<file path="src/rtl/instr_fetch_issue.sv">
// Instruction fetch/issue front end: fetches one word from the I-side port, decodes it
// into a control word plus a monitor word, and hands both to the issue queue.

package rv32i_types;
    localparam logic [6:0] OPC_LUI    = 7'b0110111;
    localparam logic [6:0] OPC_AUIPC  = 7'b0010111;
    localparam logic [6:0] OPC_JAL    = 7'b1101111;
    localparam logic [6:0] OPC_JALR   = 7'b1100111;
    localparam logic [6:0] OPC_BRANCH = 7'b1100011;
    localparam logic [6:0] OPC_LOAD   = 7'b0000011;
    localparam logic [6:0] OPC_STORE  = 7'b0100011;
    localparam logic [6:0] OPC_IMM    = 7'b0010011;
    localparam logic [6:0] OPC_REG    = 7'b0110011;

    typedef struct packed {
        logic [31:0] inst;
        logic [31:0] pc_rdata;
        logic [31:0] pc_wdata;
        logic [4:0]  rs1_addr;
        logic [4:0]  rs2_addr;
        logic [4:0]  rd_addr;
    } rvfi_word;
endpackage

package tomasula_types;
    // Bit 3 set marks operations that never write a destination register.
    typedef enum logic [3:0] {
        CTL_LUI    = 4'h0,
        CTL_AUIPC  = 4'h1,
        CTL_LOAD   = 4'h2,
        CTL_ARITH  = 4'h3,
        CTL_REG    = 4'h4,
        CTL_BRANCH = 4'h5,
        CTL_STORE  = 4'h8,
        CTL_NOP    = 4'hF
    } ctl_op_e;

    typedef struct packed {
        ctl_op_e     op;
        logic [31:0] og_pc;
        logic [31:0] og_instr;
        logic [31:0] pc;
        logic [4:0]  src1_reg;
        logic        src1_valid;
        logic [4:0]  src2_reg;
        logic        src2_valid;
        logic [31:0] src2_data;
        logic [2:0]  funct3;
        logic        funct7;
        logic [4:0]  rd;
    } ctl_word;
endpackage

module instr_fetch_issue
    import rv32i_types::*;
    import tomasula_types::*;
#(
    parameter logic [31:0] RESET_PC = 32'h4000_0060
) (
    input  logic        clk,
    input  logic        rst,
    output logic [31:0] imem_address,
    output logic        imem_read,
    input  logic [31:0] imem_rdata,
    input  logic        imem_resp,
    input  logic        flush_i,
    input  logic [31:0] flush_pc_i,
    input  logic        iq_full_n_i,
    output logic        ld_iq_o,
    input  logic        ack_i,
    output ctl_word     control_word_o,
    output rvfi_word    rvfi_o
);

    typedef enum logic [1:0] {
        FETCH = 2'd0,
        PUSH  = 2'd1,
        DROP  = 2'd2
    } state_e;

    state_e      state_q, state_d;
    logic [31:0] fetch_pc_q, fetch_pc_d;
    logic [31:0] pending_pc_q, pending_pc_d;
    logic [31:0] instr_q, instr_d;

    // Queue space is advisory only; ack_i alone governs the transfer.
    logic unused_iq_full_n;
    assign unused_iq_full_n = iq_full_n_i;

    // NOTE: sequential state uses non-blocking assignments so every register samples
    // the pre-edge values computed by the combinational process.
    always_ff @(posedge clk or posedge rst) begin
        if (rst) begin
            state_q      <= FETCH;
            fetch_pc_q   <= RESET_PC;
            pending_pc_q <= RESET_PC;
            instr_q      <= '0;
        end else begin
            state_q      <= state_d;
            fetch_pc_q   <= fetch_pc_d;
            pending_pc_q <= pending_pc_d;
            instr_q      <= instr_d;
        end
    end

    // NOTE: every output of this process is defaulted first so no path infers a latch.
    always_comb begin
        state_d      = state_q;
        fetch_pc_d   = fetch_pc_q;
        pending_pc_d = pending_pc_q;
        instr_d      = instr_q;

        unique case (state_q)
            FETCH: begin
                if (imem_resp) begin
                    if (flush_i) begin
                        fetch_pc_d = flush_pc_i;
                    end else begin
                        instr_d = imem_rdata;
                        state_d = PUSH;
                    end
                end else if (flush_i) begin
                    // The memory cannot abort, so wait out the stale response.
                    pending_pc_d = flush_pc_i;
                    state_d      = DROP;
                end
            end
            PUSH: begin
                if (flush_i) begin
                    fetch_pc_d = flush_pc_i;
                    state_d    = FETCH;
                end else if (ack_i) begin
                    fetch_pc_d = fetch_pc_q + 32'd4;
                    state_d    = FETCH;
                end
            end
            DROP: begin
                if (flush_i) begin
                    pending_pc_d = flush_pc_i;
                end
                if (imem_resp) begin
                    fetch_pc_d = flush_i ? flush_pc_i : pending_pc_q;
                    state_d    = FETCH;
                end
            end
            default: begin
                state_d = FETCH;
            end
        endcase
    end

    // Address stays on fetch_pc_q through DROP, so it is stable while a request is open.
    assign imem_address = fetch_pc_q;
    assign imem_read    = !rst && (state_q != PUSH);
    assign ld_iq_o      = !rst && (state_q == PUSH);

    logic [6:0]  opcode;
    logic [31:0] imm_i, imm_s, imm_b, imm_u, imm_j;
    logic        uses_rs1, uses_rs2, no_rd;
    ctl_word     ctl_dec;
    rvfi_word    rvfi_dec;

    assign opcode = instr_q[6:0];
    assign imm_i  = {{20{instr_q[31]}}, instr_q[31:20]};
    assign imm_s  = {{20{instr_q[31]}}, instr_q[31:25], instr_q[11:7]};
    assign imm_b  = {{19{instr_q[31]}}, instr_q[31], instr_q[7], instr_q[30:25],
                     instr_q[11:8], 1'b0};
    assign imm_u  = {instr_q[31:12], 12'h000};
    assign imm_j  = {{11{instr_q[31]}}, instr_q[31], instr_q[19:12], instr_q[20],
                     instr_q[30:21], 1'b0};

    always_comb begin
        ctl_dec   = '0;
        rvfi_dec  = '0;
        uses_rs1  = 1'b0;
        uses_rs2  = 1'b0;
        no_rd     = 1'b0;
        ctl_dec.op = CTL_NOP;

        unique case (opcode)
            OPC_LUI:    begin ctl_dec.op = CTL_LUI;    ctl_dec.src2_data = imm_u; end
            OPC_AUIPC:  begin ctl_dec.op = CTL_AUIPC;  ctl_dec.src2_data = imm_u; end
            OPC_JAL:    begin ctl_dec.op = CTL_BRANCH; ctl_dec.src2_data = imm_j; end
            OPC_JALR: begin
                ctl_dec.op        = CTL_BRANCH;
                ctl_dec.src2_data = imm_i;
                uses_rs1          = 1'b1;
            end
            OPC_BRANCH: begin
                ctl_dec.op        = CTL_BRANCH;
                ctl_dec.src2_data = imm_b;
                uses_rs1          = 1'b1;
                uses_rs2          = 1'b1;
                no_rd             = 1'b1;
            end
            OPC_LOAD: begin
                ctl_dec.op        = CTL_LOAD;
                ctl_dec.src2_data = imm_i;
                uses_rs1          = 1'b1;
            end
            OPC_STORE: begin
                ctl_dec.op        = CTL_STORE;
                ctl_dec.src2_data = imm_s;
                uses_rs1          = 1'b1;
                uses_rs2          = 1'b1;
                no_rd             = 1'b1;
            end
            OPC_IMM: begin
                ctl_dec.op        = CTL_ARITH;
                ctl_dec.src2_data = imm_i;
                uses_rs1          = 1'b1;
            end
            OPC_REG: begin
                ctl_dec.op = CTL_REG;
                uses_rs1   = 1'b1;
                uses_rs2   = 1'b1;
            end
            default: begin
                no_rd = 1'b1;
            end
        endcase

        // Static not-taken prediction: the successor is always fetch_pc + 4.
        ctl_dec.og_pc      = fetch_pc_q;
        ctl_dec.og_instr   = instr_q;
        ctl_dec.pc         = fetch_pc_q + 32'd4;
        ctl_dec.src1_reg   = instr_q[19:15];
        ctl_dec.src1_valid = uses_rs1;
        ctl_dec.src2_reg   = instr_q[24:20];
        ctl_dec.src2_valid = uses_rs2;
        ctl_dec.funct3     = instr_q[14:12];
        ctl_dec.funct7     = instr_q[30];
        ctl_dec.rd         = no_rd ? 5'd0 : instr_q[11:7];

        rvfi_dec.inst      = instr_q;
        rvfi_dec.pc_rdata  = fetch_pc_q;
        rvfi_dec.pc_wdata  = fetch_pc_q + 32'd4;
        rvfi_dec.rs1_addr  = uses_rs1 ? instr_q[19:15] : 5'd0;
        rvfi_dec.rs2_addr  = uses_rs2 ? instr_q[24:20] : 5'd0;
        rvfi_dec.rd_addr   = ctl_dec.rd;
    end

    assign control_word_o = ld_iq_o ? ctl_dec : '0;
    assign rvfi_o         = ld_iq_o ? rvfi_dec : '0;

endmodule
</file>
<file path="config.mk">
export PLATFORM = sky130hd
export DESIGN_NAME = instr_fetch_issue
export DESIGN_NICKNAME = d
export VERILOG_FILES = /design/src/rtl/instr_fetch_issue.sv
export SDC_FILE = /design/constraint.sdc
export NUM_CORES = 1
export LEC_CHECK = 0
export ABC_CLOCK_PERIOD_IN_PS = 6700
export CAP_MARGIN = 10
export CORE_MARGIN = 2
export CORE_UTILIZATION = 25
export DETAILED_ROUTE_END_ITERATION = 8
export PLACE_DENSITY = 0.52
export SKIP_LAST_GASP = 1
export SYNTH_ARGS = -nofsm -noshare
export SYNTH_HDL_FRONTEND = slang
export SYNTH_SLANG_ARGS = --single-unit
</file>
<file path="constraint.sdc">
create_clock -name clk -period 6.7 [get_ports clk]
set_clock_uncertainty 0.2 [all_clocks]
set_input_delay 1.005 -clock clk [delete_from_list [all_inputs] [get_ports clk]]
set_output_delay 1.005 -clock clk [all_outputs]
set_load 0.02 [all_outputs]
</file>
### Yosys cells after proc, flatten, opt, wreduce, memory -nomap -nowiden

Index checks and enable logic that the tools add are counted.

* mux-type cells: 25
* reduce and logical (&&, ||, !) cells: 16
* add/subtract/negate cells: 1
* bitwise operators: 1
* equal/unequal tests: 19

Operator list (count)
* $mux 32: 7
* $pmux 32 s5: 1
* $mux 153: 1
* $mux 111: 1
* $pmux 32 s3: 1
* $pmux 32 s2: 1
* $add 32x3->32 const B: 1
* $pmux 4 s7: 1
* $eq 7x6->1 const B: 3
* $eq 7x7->1 const B: 3
* $mux 5: 3
* $eq 7x5->1 const B: 2
* $mux 2: 6
* $ne 3x3->1 const B: 3
* $reduce_or 3->1: 3
* $ne 2x2->1 const B: 4
* $eq 7x2->1 const B: 1
* $reduce_or 7->1: 1
* $pmux 2 s3: 1
* $reduce_or 6->1: 1
* $reduce_and 5->1: 1
* $reduce_and 4->1: 1
* $reduce_and 3->1: 1
* $reduce_bool 3->1: 1
* other kinds (11): 13

* output and inout bits: 298
* register bits: 98
* input port bits: 70
* logic and storage cells: 66

### Depth between registers and ports, before layout

Gate-level depths: netlist (run 1).

* depth after elaboration: 5
* mapped depth: 9
* mapped depth without buffers: 7

### Least setup slack after synthesis (run 1)

Ideal clock, no wire load.

* path type: input-to-output
* start: input rst
* end: output control_word_o[107] in the netlist's numbering
* path buffers: 2
* data required time: 5495 ps
* path slack: 562 ps
* data arrival time: 4933 ps
* stages: 4
* path through: inv_1 > clkbuf_1 > and3_1 > buf_4

RTL lines
* start: declaration: RTL line 61 `input logic rst,`
* end: declaration: RTL line 71 `output ctl_word control_word_o,`

==> results of run 1 <==
## path summary, 6_finish.rpt
check | from | to | slack, ns | cells after the start
worst max register to register | state_q[1] | imem_address[24] | 2.72 | 8
worst min-delay path | pending_pc_q[8] | pending_pc_q[8] | 0.31 | 1
min in group asynchronous | rst | instr_q[4] | 0.85 | 2
max in group asynchronous | rst | pending_pc_q[0] | 4.48 | 3
worst min register to register | pending_pc_q[8] | pending_pc_q[8] | 0.31 | 1
worst max-delay path | rst | rvfi_o[10] | 1.59 | 6
## state kept, by name, indices dropped and copies added, names as in the netlist
register / count
instr_q: 32
state_q: 2
imem_address: 32
pending_pc_q: 32
## cells in the final DEF, fill, tap and decap left out, types with 7 or more instances in the layout
cell type          n
inv_1             18
xor2_1            10
nand3_1            9
nor3_1             8
a221oi_1          10
nor2_1            82
o21ai_0           41
nand4_1            9
nor2b_1            8
xnor2_1           18
o2bb2ai_1         10
a22oi_1           15
dfrtp_1           92
o31ai_1            7
and3_1            63
and2_1            26
mux2_2            65
clkbuf_16          9
a21oi_1           38
a22o_1            13
clkdlybuf4s50_1  366
buf_4             12
nand2_1           44
## metrics by stage
step | util | instances | cell area (um2)
floorplan | - | 893 | 7760
global placement | 0.350 | 1459 | 10700
detailed placement | 0.350 | 1459 | 10700
CTS | 0.359 | 1475 | 11000
global route | 0.359 | 1475 | 11000
finish | 0.359 | 1475 | 11000
## final cells by class
class | count | area, um2 | area share
inverters | 19 | 76.3 | 0.00694
repair buffers | 379 | 3770 | 0.343
flip-flops and latches | 98 | 2460 | 0.224
clock inverters | 7 | 63.8 | 0.00580
clock buffers | 9 | 225 | 0.0205
multi-input cells | 567 | 3900 | 0.355
well taps | 396 | 495 | 0.0451
## logic make-up after synthesis
kind of cell | Yosys count | synth area share
mux | 66 | 0.0956
flops | 98 | 0.317
xor+xnor | 28 | 0.0316
buf+inv | 228 | 0.184
fa+ha+maj | 5 | 0.00806
simple gates | 282 | 0.197
compound gates | 186 | 0.166
## power groups by stage
stage / clock (W) / combinational [W] / sequential, W
after floorplan: 0 / 0.00201 / 0.00114
after global placement: 0 / 0.00273 / 0.00134
after detailed placement: 0 / 0.00274 / 0.00135
after CTS: 0.000560 / 0.00276 / 0.00134
after global routing: 0.000576 / 0.00295 / 0.00140
final: 0.000533 / 0.00272 / 0.00134
## routing by layer
metal  vias to the layer above  track usage  part of all wire  wire, um
met5                         -            0           0.00035        11
met4                         2       0.0490             0.018       546
met3                        28       0.0352             0.064      1970
met2                       312        0.326              0.50     15400
met1                      3524        0.230              0.42     13100
li1                       3367            -                 -         -
## worst max-delay path: cells and delay by family
family / cells / cell delay, ns
buffers and inverters: 3 / 1.41
AND/OR/NAND/NOR: 3 / 1.46
==> summary.md, run 1 <==
| Metric | Value |
|---|---|
| Top_reg_cell synth | dfrtp_1 |
| DRT iter0 DRCs | 431 |
| First-pass iteration count of the detailed router | 6 |
| Vias per cell | 4.90 |
| # hold bufs at CTS | 0 |
| CP max-delay cell | nor3_1 |
| Chip Height | 180 um |
| Synth cell count leaders | buf_4 (149), dfrtp_1 (92), nor2_1 (82), mux2_2 (65), and3_1 (63) |
| Pleak | 4.24 nW |
| P_int | 0.00239 W |
| Hold WS | 0.310 ns |
| Total power | 0.00459 W |
| Syn Inst Count | 893 |
| HP Class | reg2reg |
| Top post-synthesis cells by area | dfrtp_1 (30%), buf_4 (14%), mux2_2 (9.4%) |
| Routability cong. | 0.818 |
| Power density over cell area | 417 mW/mm2 |
| Fillers | 3163 |
| Worst path required time | 5.49 ns |
| Combinational power share | 0.592 |
| Fmax | 196 MHz |
| Post-Syn Area per Cell | 8.69 um2 |
| Synth cell types | 67 |
| Share of layout cells above drive strength 1 | 0.110 |
| Vias | 7233 |
| WL/cell | 21.0 um |
| Cell breakdown of the critical path | clkdlybuf4s50_1, inv_6, nand2_2, nor3_1, and2_1, clkdlybuf4s50_1 |
| Sum Neg Setup Slack | 0 ns |
| Initial antenna violation count | 1 |
| Crit Path Category | in2out |
| Critical path endpoint category | output port |
| FFs w/ async S/R, synth | 1.00 |
| TritonCTS Sinks | 98 |
| Area Growth Syn to Fin | 41.7% |
| Worst-path clk slew | 0.07 ns |
| Max_slew headroom | 0.234 |
| Die area | 0.0325 mm2 |
| Syn_nets | 968 |
| Vias in the first global route | 7170 |
| Max_cap viols | 0 |
| Register share of total power | 0.292 |
| CTS tree | built |
| CTS root buffer | clkbuf_16 |
| Clk Latency, worst-skew pair | 0.36 ns |
| Die Wd | 180 um |
| Post-detailed-route DRC marker count | 0 |
| DP HPWL | 22800 um |
| Switching Share | 0.479 |
| Worst Setup Slack, final | 1.59 ns |
| Post-synth top area cell | dfrtp_1 |
| CP peak stage delay | 0.83 ns |
| Maximum vdd drop | 0.194 mV |
| Tmin final | 5.11 ns |
| Port bufs | 366 |
| Largest net degree at the start of global routing | 129 |
| Worst slew pin tran | 1.15 ns |
| Clk pwr share | 0.116 |
| Postcts setup bufs | 0 |
| Pre-CTS WS | 1.54 ns |
| Ant diodes | 0 |
| Rows | 64 |
| RSZ-0062 raised after global routing | no |
| Core Area | 0.0306 mm2 |
| Max clock buf depth | 2 |
| Synthesized area | 0.00776 mm2 |
| First-pass GRT wire length | 46200 um |
| Grt ovf | 0 |
| Sequential share of the synthesized area | 0.317 |
| CP most frequent cell | clkdlybuf4s50_1 |
| GRT Util Overall | 0.185 |
| Yosys warning total | 0 |
| Crit start category | primary input |
| Psw | 0.00220 W |
| Initial Util | 0.254 |
| Count leader, synth | buf_4 |
| Final Setup Violations | 0 |
| Final WL | 31000 um |
| Final Hold Vio Count | 0 |
| H-tree depth | 3 |
| Layout Nets | 1149 |
| IO Count | 368 |
| Worst Path Arrival | 3.90 ns |
| Num CTS Buffers | 9 |
| Final period util | 0.762 |
| EDFF count, synth | 0 |
| Yosys top cell area share | 0.297 |
| Seq cells post-synth | 98 |
| Post-CTS sizing | 0 |
| ANT nets after route | 0 |
| Final Max Tran Viols | 0 |
| Crit-path max FO | 30 |
| Status | completed |
Note: power is estimated with default switching activity, not from simulation.
==> run 2: changes to the inputs <==
- ABC_CLOCK_PERIOD_IN_PS: 6700 -> 4300
- PLACE_DENSITY: 0.52 -> 0.54
- clock period: 6.7 -> 4.3 ns (I/O delays scaled with it)
==> run 2 against run 1 <==
Effect of this change:
- die area is the same
- critical endpoint is now control_word_o[18]
- largest cell class unchanged
- global-route usage is essentially flat
- clock power grew 53%
- first-iteration DRC count shrank 0.46%
- sequential power grew 52%
- utilization grew 0.36 points
- register-to-register slack lost 1.6 ns
- total power grew 56%
- routed wire length is essentially flat
==> summary.md, run 2 (synthesis gave the netlist of run 1 again) <==
| Metric | Value |
|---|---|
| Grt ovf | 0 (unchanged) |
| R2R Path Start | state_q[0] |
| CTS tree | built |
| Rows | 64 (unchanged) |
| Critical path endpoint category | output port |
| Chip Height | 180 um (unchanged) |
| Area of the multi-input gates | 0.00391 mm2 (about the same) |
| Power density over cell area | 645 mW/mm2 (+55%) |
| Commonest non-fill, non-tap cell in the layout | clkdlybuf4s50_1 |
| R2R Setup Slk | 1.10 ns (-1.62 ns) |
| DP HPWL | 23300 um (+1.9%) |
| Area Growth Syn to Fin | 43.1% |
| Max_slew headroom | 0.349 (+0.115) |
| Postcts setup bufs | 0 (unchanged) |
| HP Start | pending_pc_q[10] |
| Largest net degree at the start of global routing | 91 (-29%) |
| DRT iter0 DRCs | 429 (-0.46%) |
| Final Hold Vio Count | 0 (unchanged) |
| ANT nets after route | 0 (unchanged) |
| Routability cong. | 0.854 (+4.3%) |
| H-tree depth | 3 (unchanged) |
| Layout Nets | 1165 (+1.4%) |
| Hold Path Sink | pending_pc_q[10] |
| Worst slew pin tran | 0.977 ns (-0.172 ns) |
| Num CTS Buffers | 9 (unchanged) |
| CTS root buffer | clkbuf_16 |
| Most frequent cells in the layout | clkdlybuf4s50_1 (364), dfrtp_1 (92), nor2_1 (82) |
| # hold bufs at CTS | 0 (unchanged) |
| Tmin final | 4.11 ns |
| Status | completed |
| Initial Util | 0.254 (unchanged) |
| Reg2reg end | imem_address[0] |
| Placed Cells | 1475 (+1.1%) |
| Maximum vdd drop | 0.267 mV (+37%) |
| Crit start category | flip-flop |
| Port bufs | 366 (unchanged) |
| Die area | 0.0325 mm2 (unchanged) |
| Pleak | 4.32 nW (+1.9%) |
| Vias in the first global route | 7360 (+2.6%) |
| Pre-CTS WS | 0.529 ns (-1.01 ns) |
| FF/Latch Area | 0.00246 mm2 (unchanged) |
| Fmax | 243 MHz |
| Initial antenna violation count | 1 (unchanged) |
| WL/cell | 20.8 um (-1.1%) |
| Final Max Tran Viols | 0 (unchanged) |
| Ant diodes | 0 (unchanged) |
| Worst path required time | 3.45 ns (-2.04 ns) |
| IO Count | 368 (unchanged) |
| Post-detailed-route DRC marker count | 0 (unchanged) |
| First-pass GRT wire length | 46700 um (+1.0%) |
| Final WL | 31000 um (about the same) |
| First-pass iteration count of the detailed router | 6 (unchanged) |
| Crit-path max FO | 13 (-57%) |
| TritonCTS Sinks | 98 (unchanged) |
| Worst Hold Depth | 1 (unchanged) |
| HP Class | reg2reg |
| Die Wd | 180 um (unchanged) |
| Max clock buf depth | 2 (unchanged) |
| Final period util | 0.955 |
| Sum Neg Setup Slack | 0 ns (unchanged) |
| Crit Path Category | reg2out |
| Non-Filler Instances | 1491 (+1.1%) |
| GRT Util Overall | 0.184 (-0.000468) |
| Design area | 0.0111 mm2 (+1.0%) |
| Reg2Reg Depth | 9 (+1) |
| Share of layout cells above drive strength 1 | 0.125 (+0.0148) |
| Worst Path Arrival | 3.26 ns (-0.64 ns) |
| Worst Setup Slack, final | 0.193 ns (-1.40 ns) |
| Worst-path clk slew | 0.08 ns (about the same) |
| Clk Latency, worst-skew pair | 0.35 ns (about the same) |
| Max_cap viols | 0 (unchanged) |
| Core Area | 0.0306 mm2 (unchanged) |
| Final Setup Violations | 0 (unchanged) |
| Vias per cell | 4.93 (+0.49%) |
| RSZ-0062 raised after global routing | no |
| Placed cell area | 0.0108 mm2 (+1.1%) |
| Fillers | 3123 (-1.3%) |
| Vias | 7347 (+1.6%) |
[run 2: how the worst max path moves through the flow]
stage	start	end	slack, ns
after floorplan	rst	control_word_o[107]	0.57
after global placement	imem_address[6]	control_word_o[83]	0.53
after global routing	instr_q[6]	control_word_o[18]	0.02
final	instr_q[6]	control_word_o[18]	0.19
after CTS	imem_address[6]	rvfi_o[45]	0.14
after detailed placement	imem_address[6]	rvfi_o[45]	0.53
[run 2: per-stage QoR]
| stage | util | hold WS, ns | total power [W] |
|---|---|---|---|
| floorplan | - | 0.264 | 0.00490 |
| global placement | 0.354 | 0.287 | 0.00636 |
| detailed placement | 0.354 | 0.294 | 0.00639 |
| CTS | 0.363 | 0.312 | 0.00725 |
| global route | 0.363 | 0.324 | 0.00768 |
| finish | 0.363 | 0.309 | 0.00717 |
[run 2: repair_timing]
item / in CTS / in global routing
gates resized for setup: 0 / 1
endpoints found under the setup margin: 0 / 2
hold endpoints to repair: 0 / 0
[run 2: layer usage]
| metal | track usage | share of wire | vias to the layer above |
|---|---|---|---|
| met5 | 0 | 0.00042 | - |
| met2 | 0.326 | 0.50 | 317 |
| met4 | 0.0481 | 0.018 | 2 |
| met1 | 0.230 | 0.42 | 3586 |
| met3 | 0.0346 | 0.063 | 27 |
| li1 | - | - | 3415 |
[run 2: worst max-delay path, cell delays in order, from the launching register on]
cell             delay, ns
dfrtp_1               0.54
nor4bb_1              0.57
a2bb2o_1              0.46
nor2_1                0.07
nor2_1                0.45
and2_1                0.20
clkdlybuf4s50_1       0.62
[run 2: layout make-up]
cell class | instances | share of cell area
Multi-Input combinational cell | 567 | 0.352
Timing Repair Buffer | 395 | 0.350
Sequential cell | 98 | 0.221
Tap cell | 396 | 0.0446
Clock buffer | 11 | 0.0219
Inverter | 19 | 0.00687
Clock inverter | 5 | 0.00349
[run 2: where the power goes]
group	leakage, nW	total [W]	switching [W]	internal (W)
sequential	1.16	0.00204	0.000621	0.00142
combinational	3.02	0.00431	0.00237	0.00195
clock	0.136	0.000813	0.000399	0.000413
==> run 3: changes to the inputs <==
- DONT_BUFFER_PORTS: unset -> 1
- PLACE_DENSITY: 0.54 -> 0.39
==> run 3 against run 2 <==
Effect of this change:
- clock power is 14% higher
- final area is 29% lower
- maximum frequency is 6.6% higher
- global-route usage is 1.4 points lower
- final cell count is 21% lower
- via count is 16% lower
- die area stayed put
- routed wire length is 9.2% lower
- sequential share of layout area is 8.9 points higher
- non-clock buffer count is 308 lower
- first-iteration DRC count is 30% lower
- sequential power is 7% higher
- critical endpoint is now rvfi_o[43]
==> summary.md, run 3 (synthesis gave the netlist of run 1 again) <==
| Metric | Value |
|---|---|
| Core Area | 0.0306 mm2 (unchanged) |
| H-tree depth | 3 (unchanged) |
| Placed cell area | 0.00760 mm2 (-30%) |
| Worst Setup Slack, final | 0.448 ns (+0.254 ns) |
| Status | completed |
| Fillers | 3376 (+8.1%) |
| Sum Neg Setup Slack | 0 ns (unchanged) |
| Worst path required time | 3.45 ns (about the same) |
| IO Count | 368 (unchanged) |
| Critical path endpoint category | output port |
| Post-CTS sizing | 0 (unchanged) |
| Delay-heaviest family, CP | simple AND/OR/NAND/NOR gates |
| DRT iter0 DRCs | 301 (-30%) |
| Crit path buffers/inverters | 1 (unchanged) |
| HP Class | in2reg |
| Fmax | 260 MHz (+6.6%) |
| GRT Util Overall | 0.171 (-0.0137) |
| Register share of total power | 0.340 (+0.055) |
| Pleak | 3.34 nW (-23%) |
| Final Hold Vio Count | 0 (unchanged) |
| Crit-path max FO | 9 (-4) |
| Clk Latency, worst-skew pair | 0.36 ns (about the same) |
| Design area | 0.00792 mm2 (-29%) |
| Power density over cell area | 813 mW/mm2 (+26%) |
| First-pass iteration count of the detailed router | 4 (-2) |
| P_int | 0.00313 W (-17%) |
| Vias per cell | 5.24 (+6.4%) |
| RSZ-0062 raised after global routing | no |
| Switching Share | 0.514 (+0.0421) |
| Chip Height | 180 um (unchanged) |
| Crit start category | flip-flop |
| Most frequent cells in the layout | dfrtp_1 (92), buf_4 (85), nor2_1 (82) |
| Die Wd | 180 um (unchanged) |
| Final period util | 0.896 (-0.0592) |
| Tmin final | 3.85 ns (-0.254 ns) |
| Num CTS Buffers | 9 (unchanged) |
| CP peak stage delay | 0.83 ns (+0.21 ns) |
| Rows | 64 (unchanged) |
| Max_slew headroom | 0.378 (+0.0296) |
| Vias | 6203 (-16%) |
| Max_cap viols | 0 (unchanged) |
| CP max-delay cell | or4_1 |
| Clk pwr share | 0.143 (+0.030) |
| Die area | 0.0325 mm2 (unchanged) |
| Ant diodes | 0 (unchanged) |
| Final Setup Violations | 0 (unchanged) |
| Psw | 0.00331 W (-2.1%) |
| Area of the multi-input gates | 0.00391 mm2 (+0.13%) |
| Max clock buf depth | 2 (unchanged) |
| Area Growth Syn to Fin | 2.06% |
| FF/Latch Area | 0.00246 mm2 (unchanged) |
| Worst Path Arrival | 3.01 ns (-0.25 ns) |
| Vias in the first global route | 6136 (-17%) |
| Post-detailed-route DRC marker count | 0 (unchanged) |
| CTS tree | built |
| Grt ovf | 0 (unchanged) |
| Crit Path Category | reg2out |
| Maximum vdd drop | 0.314 mV (+18%) |
| Worst slew pin tran | 0.933 ns (-0.0443 ns) |
| First-pass GRT wire length | 42300 um (-9.4%) |
| Port bufs | 0 (-100%) |
| Initial antenna violation count | 0 (-1) |
| DP HPWL | 20400 um (-13%) |
| CTS root buffer | clkbuf_16 |
| Worst-path clk slew | 0.09 ns (about the same) |
| WL/cell | 23.8 um (+14%) |
| Combinational power share | 0.517 (-0.085) |
| Commonest non-fill, non-tap cell in the layout | dfrtp_1 |
| ANT nets after route | 0 (unchanged) |
| Final WL | 28100 um (-9.2%) |
| Initial Util | 0.254 (unchanged) |
| Layout Nets | 857 (-26%) |
| Cell breakdown of the critical path | nand3_2, or4_1, nor4_4, xnor2_1, nor2_1, buf_4 |
| TritonCTS Sinks | 98 (unchanged) |
| Final Max Tran Viols | 0 (unchanged) |
| Pre-CTS WS | 0.819 ns (+0.290 ns) |
| Share of layout cells above drive strength 1 | 0.244 (+0.119) |
| Routability cong. | 0.801 (-6.1%) |
| Largest net degree at the start of global routing | 51 (-44%) |
run 3: cell types whose count changed in the layout (fill, tap and decap cells not counted), sizes merged:
cell,delta
dlygate4sd3,+1
clkdlybuf4s50,-364
clkinv,-2
bufinv,+1
buf,+55
clkbuf,-1
inv,+2
run 3: layout make-up:
class                           count  area share
Clock buffer                       10      0.0302
Tap cell                          396      0.0625
Clock inverter                      6     0.00900
Sequential cell                    98       0.311
Timing Repair Buffer               87      0.0843
Multi-Input combinational cell    567       0.494
Inverter                           19     0.00964
run 3: layer usage:
| layer | global-route usage | part of all wire | up-vias |
|---|---|---|---|
| met2 | 0.291 | 0.49 | 276 |
| met3 | 0.0445 | 0.066 | 39 |
| met1 | 0.210 | 0.42 | 3098 |
| li1 | - | - | 2790 |
| met4 | 0.0555 | 0.024 | 0 |
| met5 | 0 | 0 | - |
run 3: repair_timing:
| item | 4_1_cts | 5_1_grt |
|---|---|---|
| hold endpoints to repair | 9 | 0 |
| buffers inserted | 0 | 0 |
| hold buffers | 1 | 0 |
run 3: worst paths after layout:
check / cells past startpoint / to / slack, ns / from
hold / removal: 1 / pending_pc_q[23] / 0.22 / flush_pc_i[23]
setup / recovery: 6 / rvfi_o[43] / 0.45 / imem_address[6]
hold reg to reg: 1 / pending_pc_q[2] / 0.31 / pending_pc_q[2]
max in group asynchronous: 4 / pending_pc_q[12] / 1.92 / rst
min in group asynchronous: 2 / imem_address[1] / 0.56 / rst
setup reg to reg: 8 / imem_address[24] / 1.02 / state_q[1]
run 3: power by group through the flow:
stage	clock network, W	registers, W	logic [W]
5_1_grt	0.000979	0.00228	0.00365
3_3_place_gp	0	0.00220	0.00334
2_1_floorplan	0	0.00177	0.00313
4_1_cts	0.000947	0.00219	0.00337
3_5_place_dp	0	0.00221	0.00336
6_report	0.000923	0.00219	0.00333
run 3: worst register-to-register path, cell delays in order (launching register included):
cell	delay (ns)
dfrtp_1	0.43
inv_1	0.12
ha_2	0.21
buf_4	0.37
nor3b_1	0.65
a2111o_1	0.47
buf_4	0.33
o32ai_1	0.12
a211o_1	0.27
run 3: metrics by stage:
stage	total power, W	hold WS (ns)	std cells	util
2_1_floorplan	0.00490	0.264	893	-
3_3_place_gp	0.00553	0.264	1166	0.248
3_5_place_dp	0.00557	0.262	1166	0.248
4_1_cts	0.00650	0.205	1183	0.259
5_1_grt	0.00691	0.202	1183	0.259
6_report	0.00644	0.217	1183	0.259
